==> src/rtl/fpalu_add_pipe.sv <==
// fpalu_add_pipe: three-stage pipelined IEEE-754 style adder/subtractor.
// Stage 1 unpacks, classifies and aligns; stage 2 adds the significands;
// stage 3 normalises, rounds to nearest even and packs the result.
// A single global enable stalls every stage while the output is held.
module fpalu_add_pipe #(
    parameter int EXP_W = 8,
    parameter int MAN_W = 23
) (
    input  logic                   clk,
    input  logic                   rst_n,
    input  logic                   in_valid,
    output logic                   in_ready,
    input  logic [EXP_W+MAN_W:0]   a,
    input  logic [EXP_W+MAN_W:0]   b,
    input  logic                   sub,
    output logic                   out_valid,
    input  logic                   out_ready,
    output logic [EXP_W+MAN_W:0]   s,
    output logic                   overflow,
    output logic                   underflow,
    output logic                   invalid
);

    localparam int W   = 1 + EXP_W + MAN_W;
    localparam int SW  = MAN_W + 4;          // hidden + fraction + guard/round/sticky
    localparam int AW  = MAN_W + 5;          // SW plus carry-out
    localparam int EW  = EXP_W + 2;          // signed working exponent
    localparam int LZW = $clog2(SW + 1);
    localparam logic [31:0]          SHIFT_MAX = 32'(MAN_W + 3);
    localparam logic signed [EW-1:0] EXP_INF   = EW'((2 ** EXP_W) - 1);
    localparam logic signed [EW-1:0] EXP_ZERO  = EW'(0);
    localparam logic signed [EW-1:0] EXP_ONE   = EW'(1);

    // Leading-zero count of a normalisation window; all-zero input returns SW.
    function automatic logic [LZW-1:0] lzc(input logic [SW-1:0] v);
        logic [LZW-1:0] n;
        n = LZW'(SW);
        for (int i = 0; i < SW; i++) begin
            if (v[i]) begin
                n = LZW'(SW - 1 - i);
            end
        end
        return n;
    endfunction

    logic en_s;

    // Stage 1 working signals
    logic                 a_sign_s, b_sign_s;
    logic [EXP_W-1:0]     a_exp_s, b_exp_s;
    logic [MAN_W-1:0]     a_man_s, b_man_s;
    logic                 a_zero_s, b_zero_s, a_inf_s, b_inf_s, a_nan_s, b_nan_s;
    logic [W-2:0]         a_mag_s, b_mag_s;
    logic                 big_sign_s, small_sign_s;
    logic [EXP_W-1:0]     big_exp_s, small_exp_s, shift_s;
    logic [MAN_W:0]       big_sig_s, small_sig_s;
    logic [SW-1:0]        small_full_s, small_al_s;
    logic                 nan_s, inf_s, inf_sign_s, zero_sign_s;

    // Stage 1 registers
    logic                 v1_r, sign1_r, esub1_r, nan1_r, inf1_r, infs1_r, zs1_r;
    logic [EXP_W-1:0]     exp1_r;
    logic [SW-1:0]        big1_r, small1_r;

    // Stage 2 signals and registers
    logic [AW-1:0]        sum_s;
    logic                 v2_r, sign2_r, nan2_r, inf2_r, infs2_r, zs2_r;
    logic [EXP_W-1:0]     exp2_r;
    logic [AW-1:0]        sum2_r;

    // Stage 3 signals
    logic [LZW-1:0]       lz_s;
    logic [SW-1:0]        norm_s;
    logic signed [EW-1:0] exp_base_s, exp_n_s, exp_f_s;
    logic                 rnd_up_s;
    logic [MAN_W+1:0]     mant_rnd_s;
    logic [MAN_W-1:0]     frac_s;
    logic [W-1:0]         res_s;
    logic                 ovf_s, unf_s, inv_s;

    // Output registers
    logic                 out_valid_r, ovf_r, unf_r, inv_r;
    logic [W-1:0]         s_r;

    assign en_s     = !out_valid_r || out_ready;
    assign in_ready = en_s;

    assign a_sign_s = a[W-1];
    assign b_sign_s = b[W-1] ^ sub;
    assign a_exp_s  = a[W-2:MAN_W];
    assign b_exp_s  = b[W-2:MAN_W];
    assign a_man_s  = a[MAN_W-1:0];
    assign b_man_s  = b[MAN_W-1:0];
    assign a_zero_s = (a_exp_s == {EXP_W{1'b0}});
    assign b_zero_s = (b_exp_s == {EXP_W{1'b0}});
    assign a_inf_s  = (a_exp_s == {EXP_W{1'b1}}) && (a_man_s == {MAN_W{1'b0}});
    assign b_inf_s  = (b_exp_s == {EXP_W{1'b1}}) && (b_man_s == {MAN_W{1'b0}});
    assign a_nan_s  = (a_exp_s == {EXP_W{1'b1}}) && (a_man_s != {MAN_W{1'b0}});
    assign b_nan_s  = (b_exp_s == {EXP_W{1'b1}}) && (b_man_s != {MAN_W{1'b0}});
    // Denormals count as zero, so their magnitude is forced to zero before the swap.
    assign a_mag_s  = a_zero_s ? {(W-1){1'b0}} : a[W-2:0];
    assign b_mag_s  = b_zero_s ? {(W-1){1'b0}} : b[W-2:0];

    // Stage 1 datapath: classify, order by magnitude and align the smaller operand
    always_comb begin
        big_sign_s   = 1'b0;
        small_sign_s = 1'b0;
        big_exp_s    = {EXP_W{1'b0}};
        small_exp_s  = {EXP_W{1'b0}};
        big_sig_s    = {(MAN_W+1){1'b0}};
        small_sig_s  = {(MAN_W+1){1'b0}};
        if (a_mag_s >= b_mag_s) begin
            big_sign_s   = a_sign_s;
            small_sign_s = b_sign_s;
            big_exp_s    = a_exp_s;
            small_exp_s  = b_exp_s;
            big_sig_s    = a_zero_s ? {(MAN_W+1){1'b0}} : {1'b1, a_man_s};
            small_sig_s  = b_zero_s ? {(MAN_W+1){1'b0}} : {1'b1, b_man_s};
        end else begin
            big_sign_s   = b_sign_s;
            small_sign_s = a_sign_s;
            big_exp_s    = b_exp_s;
            small_exp_s  = a_exp_s;
            big_sig_s    = b_zero_s ? {(MAN_W+1){1'b0}} : {1'b1, b_man_s};
            small_sig_s  = a_zero_s ? {(MAN_W+1){1'b0}} : {1'b1, a_man_s};
        end
        shift_s      = big_exp_s - small_exp_s;
        small_full_s = {small_sig_s, 3'b000};
        if (32'(shift_s) >= SHIFT_MAX) begin
            small_al_s = {{(SW-1){1'b0}}, |small_sig_s};
        end else begin
            small_al_s    = small_full_s >> shift_s;
            small_al_s[0] = small_al_s[0] | (|(small_full_s & ~({SW{1'b1}} << shift_s)));
        end
        nan_s       = a_nan_s || b_nan_s || (a_inf_s && b_inf_s && (a_sign_s != b_sign_s));
        inf_s       = (a_inf_s || b_inf_s) && !nan_s;
        inf_sign_s  = a_inf_s ? a_sign_s : b_sign_s;
        zero_sign_s = a_zero_s && b_zero_s && a_sign_s && b_sign_s;
    end

    // Stage 1 register: aligned operands and special-case classification
    always_ff @(posedge clk or negedge rst_n) begin
        if (!rst_n) begin
            v1_r     <= 1'b0;
            sign1_r  <= 1'b0;
            esub1_r  <= 1'b0;
            nan1_r   <= 1'b0;
            inf1_r   <= 1'b0;
            infs1_r  <= 1'b0;
            zs1_r    <= 1'b0;
            exp1_r   <= {EXP_W{1'b0}};
            big1_r   <= {SW{1'b0}};
            small1_r <= {SW{1'b0}};
        end else if (en_s) begin
            v1_r     <= in_valid;
            sign1_r  <= big_sign_s;
            esub1_r  <= big_sign_s ^ small_sign_s;
            nan1_r   <= nan_s;
            inf1_r   <= inf_s;
            infs1_r  <= inf_sign_s;
            zs1_r    <= zero_sign_s;
            exp1_r   <= big_exp_s;
            big1_r   <= {big_sig_s, 3'b000};
            small1_r <= small_al_s;
        end
    end

    // Stage 2 datapath: magnitude add or subtract (larger operand is always first)
    always_comb begin
        sum_s = {AW{1'b0}};
        if (esub1_r) begin
            sum_s = {1'b0, big1_r} - {1'b0, small1_r};
        end else begin
            sum_s = {1'b0, big1_r} + {1'b0, small1_r};
        end
    end

    // Stage 2 register: raw significand sum with its exponent and sign
    always_ff @(posedge clk or negedge rst_n) begin
        if (!rst_n) begin
            v2_r    <= 1'b0;
            sign2_r <= 1'b0;
            nan2_r  <= 1'b0;
            inf2_r  <= 1'b0;
            infs2_r <= 1'b0;
            zs2_r   <= 1'b0;
            exp2_r  <= {EXP_W{1'b0}};
            sum2_r  <= {AW{1'b0}};
        end else if (en_s) begin
            v2_r    <= v1_r;
            sign2_r <= sign1_r;
            nan2_r  <= nan1_r;
            inf2_r  <= inf1_r;
            infs2_r <= infs1_r;
            zs2_r   <= zs1_r;
            exp2_r  <= exp1_r;
            sum2_r  <= sum_s;
        end
    end

    // Stage 3 datapath: normalise, round to nearest even, apply result rules
    always_comb begin
        lz_s       = lzc(sum2_r[SW-1:0]);
        exp_base_s = $signed({2'b00, exp2_r});
        if (sum2_r[AW-1]) begin
            norm_s  = {sum2_r[AW-1:2], |sum2_r[1:0]};
            exp_n_s = exp_base_s + EXP_ONE;
        end else begin
            norm_s  = sum2_r[SW-1:0] << lz_s;
            exp_n_s = exp_base_s - $signed(EW'(lz_s));
        end
        rnd_up_s   = norm_s[2] && (norm_s[1] || norm_s[0] || norm_s[3]);
        mant_rnd_s = {1'b0, norm_s[SW-1:3]} + {{(MAN_W+1){1'b0}}, rnd_up_s};
        if (mant_rnd_s[MAN_W+1]) begin
            frac_s  = mant_rnd_s[MAN_W:1];
            exp_f_s = exp_n_s + EXP_ONE;
        end else begin
            frac_s  = mant_rnd_s[MAN_W-1:0];
            exp_f_s = exp_n_s;
        end
        ovf_s = 1'b0;
        unf_s = 1'b0;
        inv_s = 1'b0;
        if (nan2_r) begin
            res_s = {1'b0, {EXP_W{1'b1}}, 1'b1, {(MAN_W-1){1'b0}}};
            inv_s = 1'b1;
        end else if (inf2_r) begin
            res_s = {infs2_r, {EXP_W{1'b1}}, {MAN_W{1'b0}}};
        end else if (sum2_r == {AW{1'b0}}) begin
            // Exact cancellation gives +0; only (-0)+(-0) keeps the minus sign.
            res_s = {zs2_r, {(W-1){1'b0}}};
        end else if (exp_f_s >= EXP_INF) begin
            res_s = {sign2_r, {EXP_W{1'b1}}, {MAN_W{1'b0}}};
            ovf_s = 1'b1;
        end else if (exp_f_s <= EXP_ZERO) begin
            res_s = {sign2_r, {(W-1){1'b0}}};
            unf_s = 1'b1;
        end else begin
            res_s = {sign2_r, exp_f_s[EXP_W-1:0], frac_s};
        end
    end

    // Output register: result and flags, held while the consumer stalls
    always_ff @(posedge clk or negedge rst_n) begin
        if (!rst_n) begin
            out_valid_r <= 1'b0;
            s_r         <= {W{1'b0}};
            ovf_r       <= 1'b0;
            unf_r       <= 1'b0;
            inv_r       <= 1'b0;
        end else if (en_s) begin
            out_valid_r <= v2_r;
            s_r         <= res_s;
            ovf_r       <= ovf_s;
            unf_r       <= unf_s;
            inv_r       <= inv_s;
        end
    end

    assign out_valid = out_valid_r;
    assign s         = s_r;
    assign overflow  = ovf_r;
    assign underflow = unf_r;
    assign invalid   = inv_r;

endmodule

==> config.mk <==
export PLATFORM = sky130hd
export DESIGN_NAME = fpalu_add_pipe
export DESIGN_NICKNAME = d
export VERILOG_FILES = /design/src/rtl/fpalu_add_pipe.sv
export SDC_FILE = /design/constraint.sdc
export NUM_CORES = 1
export LEC_CHECK = 0
export BUFFER_PORTS_ARGS = -buffer_cell sky130_fd_sc_hd__buf_2
export CAP_MARGIN = 10
export CORE_ASPECT_RATIO = 0.75
export CORE_UTILIZATION = 51
export CTS_CLUSTER_SIZE = 8
export DETAILED_ROUTE_END_ITERATION = 16
export PLACE_DENSITY = 0.79
export SETUP_SLACK_MARGIN = 0.02
export SLEW_MARGIN = 20
export SYNTH_ARGS = -nofsm -noshare
export SYNTH_HDL_FRONTEND = slang
export SYNTH_SLANG_ARGS = --single-unit
==> constraint.sdc <==
create_clock -name clk -period 5.72 [get_ports clk]
set_clock_uncertainty 0.05 [all_clocks]
set_input_delay 0 -clock clk [delete_from_list [all_inputs] [get_ports clk]]
set_output_delay 0 -clock clk [all_outputs]
set_load 0.02 [all_outputs]
==> metrics.txt <==
# TYPE chip_impl_metric gauge
chip_impl_metric{name="fmax",unit="MHz"} 180
chip_impl_metric{name="synth_edf_count",unit=""} 0
chip_impl_metric{name="synthesis.nets",unit=""} 2318
chip_impl_metric{name="vdd_ir_drop_max",unit="mV"} 0.336
chip_impl_metric{name="clkLatencyLatePin",unit="ns"} 0.45
chip_impl_metric{name="cap_violations",unit=""} 0
chip_impl_metric{name="min_period_over_period",unit="%"} 96.9
chip_impl_metric{name="maxSlewViolCount",unit=""} 0
chip_impl_metric{name="avgViaCountPerCell",unit=""} 6.57
chip_impl_info{name="cts_tree",value="built"} 1
chip_impl_info{name="yosys_top_cell_by_area",value="sky130_fd_sc_hd__dfrtp_1"} 1
chip_impl_metric{name="clkTransAtPathRegs",unit="ns"} 0.06
chip_impl_metric{name="arrival",unit="ns"} 5.83
chip_impl_metric{name="globalplace.congestion",unit=""} 1.03
chip_impl_metric{name="timing.max_slew.rel_slack",unit="%"} 27.5
chip_impl_metric{name="slowest_delay",unit="ns"} 0.63
chip_impl_metric{name="detail_route.wirelength",unit="um"} 61000
chip_impl_metric{name="post_route_ant_nets",unit=""} 0
chip_impl_metric{name="cts-buffers-inserted",unit=""} 17
chip_impl_metric{name="finalWorstSetupSlack",unit="ns"} 0.178
chip_impl_metric{name="seq_area_frac_synth",unit="%"} 23.0
chip_impl_metric{name="place.port_buffers",unit=""} 105
chip_impl_info{name="ys_dominant_reg_cell",value="sky130_fd_sc_hd__dfrtp_1"} 1
chip_impl_metric{name="grt_first_pass_wirelength",unit="um"} 94000
chip_impl_metric{name="num_rows",unit=""} 55
chip_impl_metric{name="ys_warn_count",unit=""} 0
chip_impl_metric{name="grt_max_degree",unit=""} 101
chip_impl_metric{name="design.portCount",unit=""} 106
chip_impl_metric{name="drt_pass1_iterations",unit=""} 5
chip_impl_metric{name="synth_seq_cells",unit=""} 144
chip_impl_info{name="timing.critical_path.cells",value="or4_4 -> a31oi_4 -> nor4_4 -> buf_4 -> buf_4 -> o21ai_0 -> nand3_1 -> a21oi_1 -> o21ai_1 -> nor4b_4 -> nand3_4 -> or3_1 -> o32a_1 -> o31a_1 -> a32o_1"} 1
chip_impl_metric{name="asyncSetResetFlopFracSynth",unit="%"} 100
chip_impl_info{name="synth_top_cells_by_count",value="sky130_fd_sc_hd__nand2_1, sky130_fd_sc_hd__nor2_1, sky130_fd_sc_hd__a21oi_1"} 1
chip_impl_metric{name="route.vias.total",unit=""} 17777
chip_impl_metric{name="hold-worst-slack",unit="ns"} 0.00526
chip_impl_metric{name="synth_top_cell_area_share",unit="%"} 23.0
chip_impl_metric{name="layout-drive-gt1-share",unit="%"} 16.9
chip_impl_metric{name="worst_endpoint_required_time",unit="ns"} 6.00
chip_impl_metric{name="finalHoldViolations",unit=""} 0
chip_impl_metric{name="netlist-cell-type-count",unit=""} 110
chip_impl_metric{name="die_area",unit="mm^2"} 0.0315
chip_impl_metric{name="drc_errors",unit=""} 0
chip_impl_metric{name="max_slew.worst_pin.slew",unit="ns"} 1.08
chip_impl_metric{name="place_worst_setup_slack",unit="ns"} 0.00579
chip_impl_info{name="crit_type",value="flip-flop to flip-flop"} 1
chip_impl_info{name="path_delay_family",value="compound AO/OA/AOI/OAI gates"} 1
chip_impl_metric{name="detail_route.wl_per_cell",unit="um"} 22.5
chip_impl_metric{name="syn_area_per_cell",unit="um^2"} 7.27
chip_impl_metric{name="floorplan.die.height",unit="um"} 154
chip_impl_metric{name="crit_buf_inv",unit=""} 2
chip_impl_metric{name="power.density_cell_area",unit="mW/mm^2"} 511
chip_impl_info{name="worstHoldPathType",value="primary input to flip-flop"} 1
chip_impl_info{name="outcome",value="completed"} 1
chip_impl_info{name="synth_area_leaders",value="sky130_fd_sc_hd__dfrtp_1, sky130_fd_sc_hd__ha_1, sky130_fd_sc_hd__nand2_1, sky130_fd_sc_hd__a21oi_1, sky130_fd_sc_hd__nor2_1"} 1
chip_impl_info{name="cts_root_buf",value="sky130_fd_sc_hd__clkbuf_16"} 1
chip_impl_metric{name="detailed_place_hpwl",unit="um"} 46500
chip_impl_metric{name="postSynthCellCount",unit=""} 2158
chip_impl_metric{name="die_width",unit="um"} 205
chip_impl_metric{name="clock-sinks",unit=""} 144
chip_impl_metric{name="cp_max_fo",unit=""} 13
chip_impl_metric{name="power.static_leakage",unit="uW"} 0.00784
chip_impl_metric{name="cts_max_level",unit=""} 4
chip_impl_metric{name="global_route.usage.total",unit="%"} 38.3
chip_impl_metric{name="drt_first_iter_violations",unit=""} 2259
chip_impl_metric{name="layout-area-overhead-vs-synth",unit="%"} 16.4
chip_impl_metric{name="first_global_vias",unit=""} 16226
chip_impl_metric{name="final_setup_violating_endpoints",unit=""} 0
chip_impl_metric{name="num-nets-final",unit=""} 2451
chip_impl_metric{name="initial_core_utilization",unit="%"} 51.9
chip_impl_metric{name="initial_antenna_violation_count",unit=""} 1
chip_impl_info{name="slowest_stage",value="sky130_fd_sc_hd__or4_4"} 1
chip_impl_info{name="synthMostInstantiatedCell",value="sky130_fd_sc_hd__nand2_1"} 1
chip_impl_info{name="critical_path.startpoint_type",value="flip-flop"} 1
chip_impl_info{name="crit_top_cell",value="sky130_fd_sc_hd__buf_4"} 1
chip_impl_metric{name="globalRouteOverflowTotal",unit=""} 0
chip_impl_metric{name="mappedNetlistArea",unit="mm^2"} 0.0157
chip_impl_metric{name="cts_max_path_buffers",unit=""} 2
chip_impl_metric{name="core_area",unit="mm^2"} 0.0302
chip_impl_metric{name="final_period_minus_worst_setup_slack",unit="ns"} 5.54
chip_impl_info{name="crit_path_end_kind",value="flip-flop"} 1
==> flip-flops by register name, indices dropped and copies added, names as in the netlist, 8 cells and up <==
signal    cells
sum2_r       28
small1_r     27
big1_r       24
s            32
exp2_r        8
exp1_r        8
==> area by class of cell <==
| class | count | area [um^2] |
|---|---|---|
| clock buffer | 20 | 447 |
| fill | 2809 | 11900 |
| tap | 399 | 499 |
| antenna | 2 | 5.00 |
| clock inverter | 12 | 146 |
| sequential | 144 | 3600 |
| inverter | 105 | 399 |
| multi-input combinational | 1757 | 11300 |
| timing repair buffer | 266 | 1860 |
==> worst register-to-register path: stages (launching register included) <==
cell	delay, ns
sky130_fd_sc_hd__dfrtp_1	0.57
sky130_fd_sc_hd__or4_4	0.63
sky130_fd_sc_hd__a31oi_4	0.35
sky130_fd_sc_hd__nor4_4	0.10
sky130_fd_sc_hd__buf_4	0.18
sky130_fd_sc_hd__buf_4	0.15
sky130_fd_sc_hd__o21ai_0	0.49
sky130_fd_sc_hd__nand3_1	0.23
sky130_fd_sc_hd__a21oi_1	0.19
sky130_fd_sc_hd__o21ai_1	0.20
sky130_fd_sc_hd__nor4b_4	0.45
sky130_fd_sc_hd__nand3_4	0.18
sky130_fd_sc_hd__or3_1	0.54
sky130_fd_sc_hd__o32a_1	0.28
sky130_fd_sc_hd__o31a_1	0.48
sky130_fd_sc_hd__a32o_1	0.33
==> final timing paths <==
| check | from | end | slack (ns) | depth (start not counted) |
|---|---|---|---|---|
| max in group asynchronous | rst_n | s[10] | 4.39 | 3 |
| min in group asynchronous | rst_n | big1_r[16] | 0.06 | 2 |
| max reg2reg | sum2_r[11] | s[7] | 0.18 | 15 |
| min | b[9] | big1_r[12] | 0.005 | 5 |
| max | sum2_r[11] | s[7] | 0.18 | 15 |
| min reg2reg | v1_r | v1_r | 0.42 | 2 |
==> what timing repair did <==
| item | in CTS | in global routing |
|---|---|---|
| resized for setup | 0 | 57 |
| pin swaps | 1 | 13 |
| setup endpoints to repair | 10 | 60 |
| endpoints found under the hold margin | 80 | 0 |
| gates cloned | 0 | 2 |
| setup buffers | 0 | 8 |
| hold buffers | 21 | 0 |
==> per-stage QoR <==
step	area, um^2	TNS, ns	instances	total power, uW	utilization, %
detailed placement	17100	0	2640	7810	56.6
global placement	17100	0	2640	7770	56.6
global route	18300	-0.157	2703	9860	60.4
floorplan	15800	0	2158	5790	-
CTS	17900	0	2693	9020	59.3
finish	18300	0	2705	9340	60.5
==> cell usage in the layout, fill, tap and decap left out, types with 58 or more instances in the layout <==
cell | netlist | layout
sky130_fd_sc_hd__dfrtp_1 | 144 | 143
sky130_fd_sc_hd__nand3_1 | 60 | 58
sky130_fd_sc_hd__buf_4 | 3 | 132
sky130_fd_sc_hd__nor2_1 | 226 | 223
sky130_fd_sc_hd__nand2_1 | 293 | 284
sky130_fd_sc_hd__buf_2 | 21 | 103
sky130_fd_sc_hd__a21oi_1 | 170 | 167
sky130_fd_sc_hd__inv_1 | 100 | 100
sky130_fd_sc_hd__ha_1 | 89 | 86
sky130_fd_sc_hd__o21ai_0 | 166 | 164
==> kinds of logic (layout without fill, tap and decap cells) <==
group	after synthesis	in the layout	synth area share, %
AND/OR/NAND/NOR	837	837	25.0
AO/OA/AOI/OAI	712	712	30.6
buffers and inverters	257	403	6.81
flip-flops	144	144	23.0
adder cells (fa/ha/maj)	92	92	7.42
XOR/XNOR	66	66	3.68
multiplexers	50	50	3.52
other	0	2	0
==> routing by layer <==
layer,GRT usage (%),routed length [um],vias up
li1,-,-,8158
met3,10.7,7670,58
met1,60.0,28400,8577
met5,0,0,-
met2,51.4,24200,984
met4,6.40,671,0
==> power by group <==
group / switching (uW) / total [uW] / internal [uW]
clock network: 486 / 1150 / 664
logic: 4050 / 6410 / 2360
registers: 424 / 1780 / 1350
total: 4960 / 9340 / 4380
(Power assumes the default switching activity.)
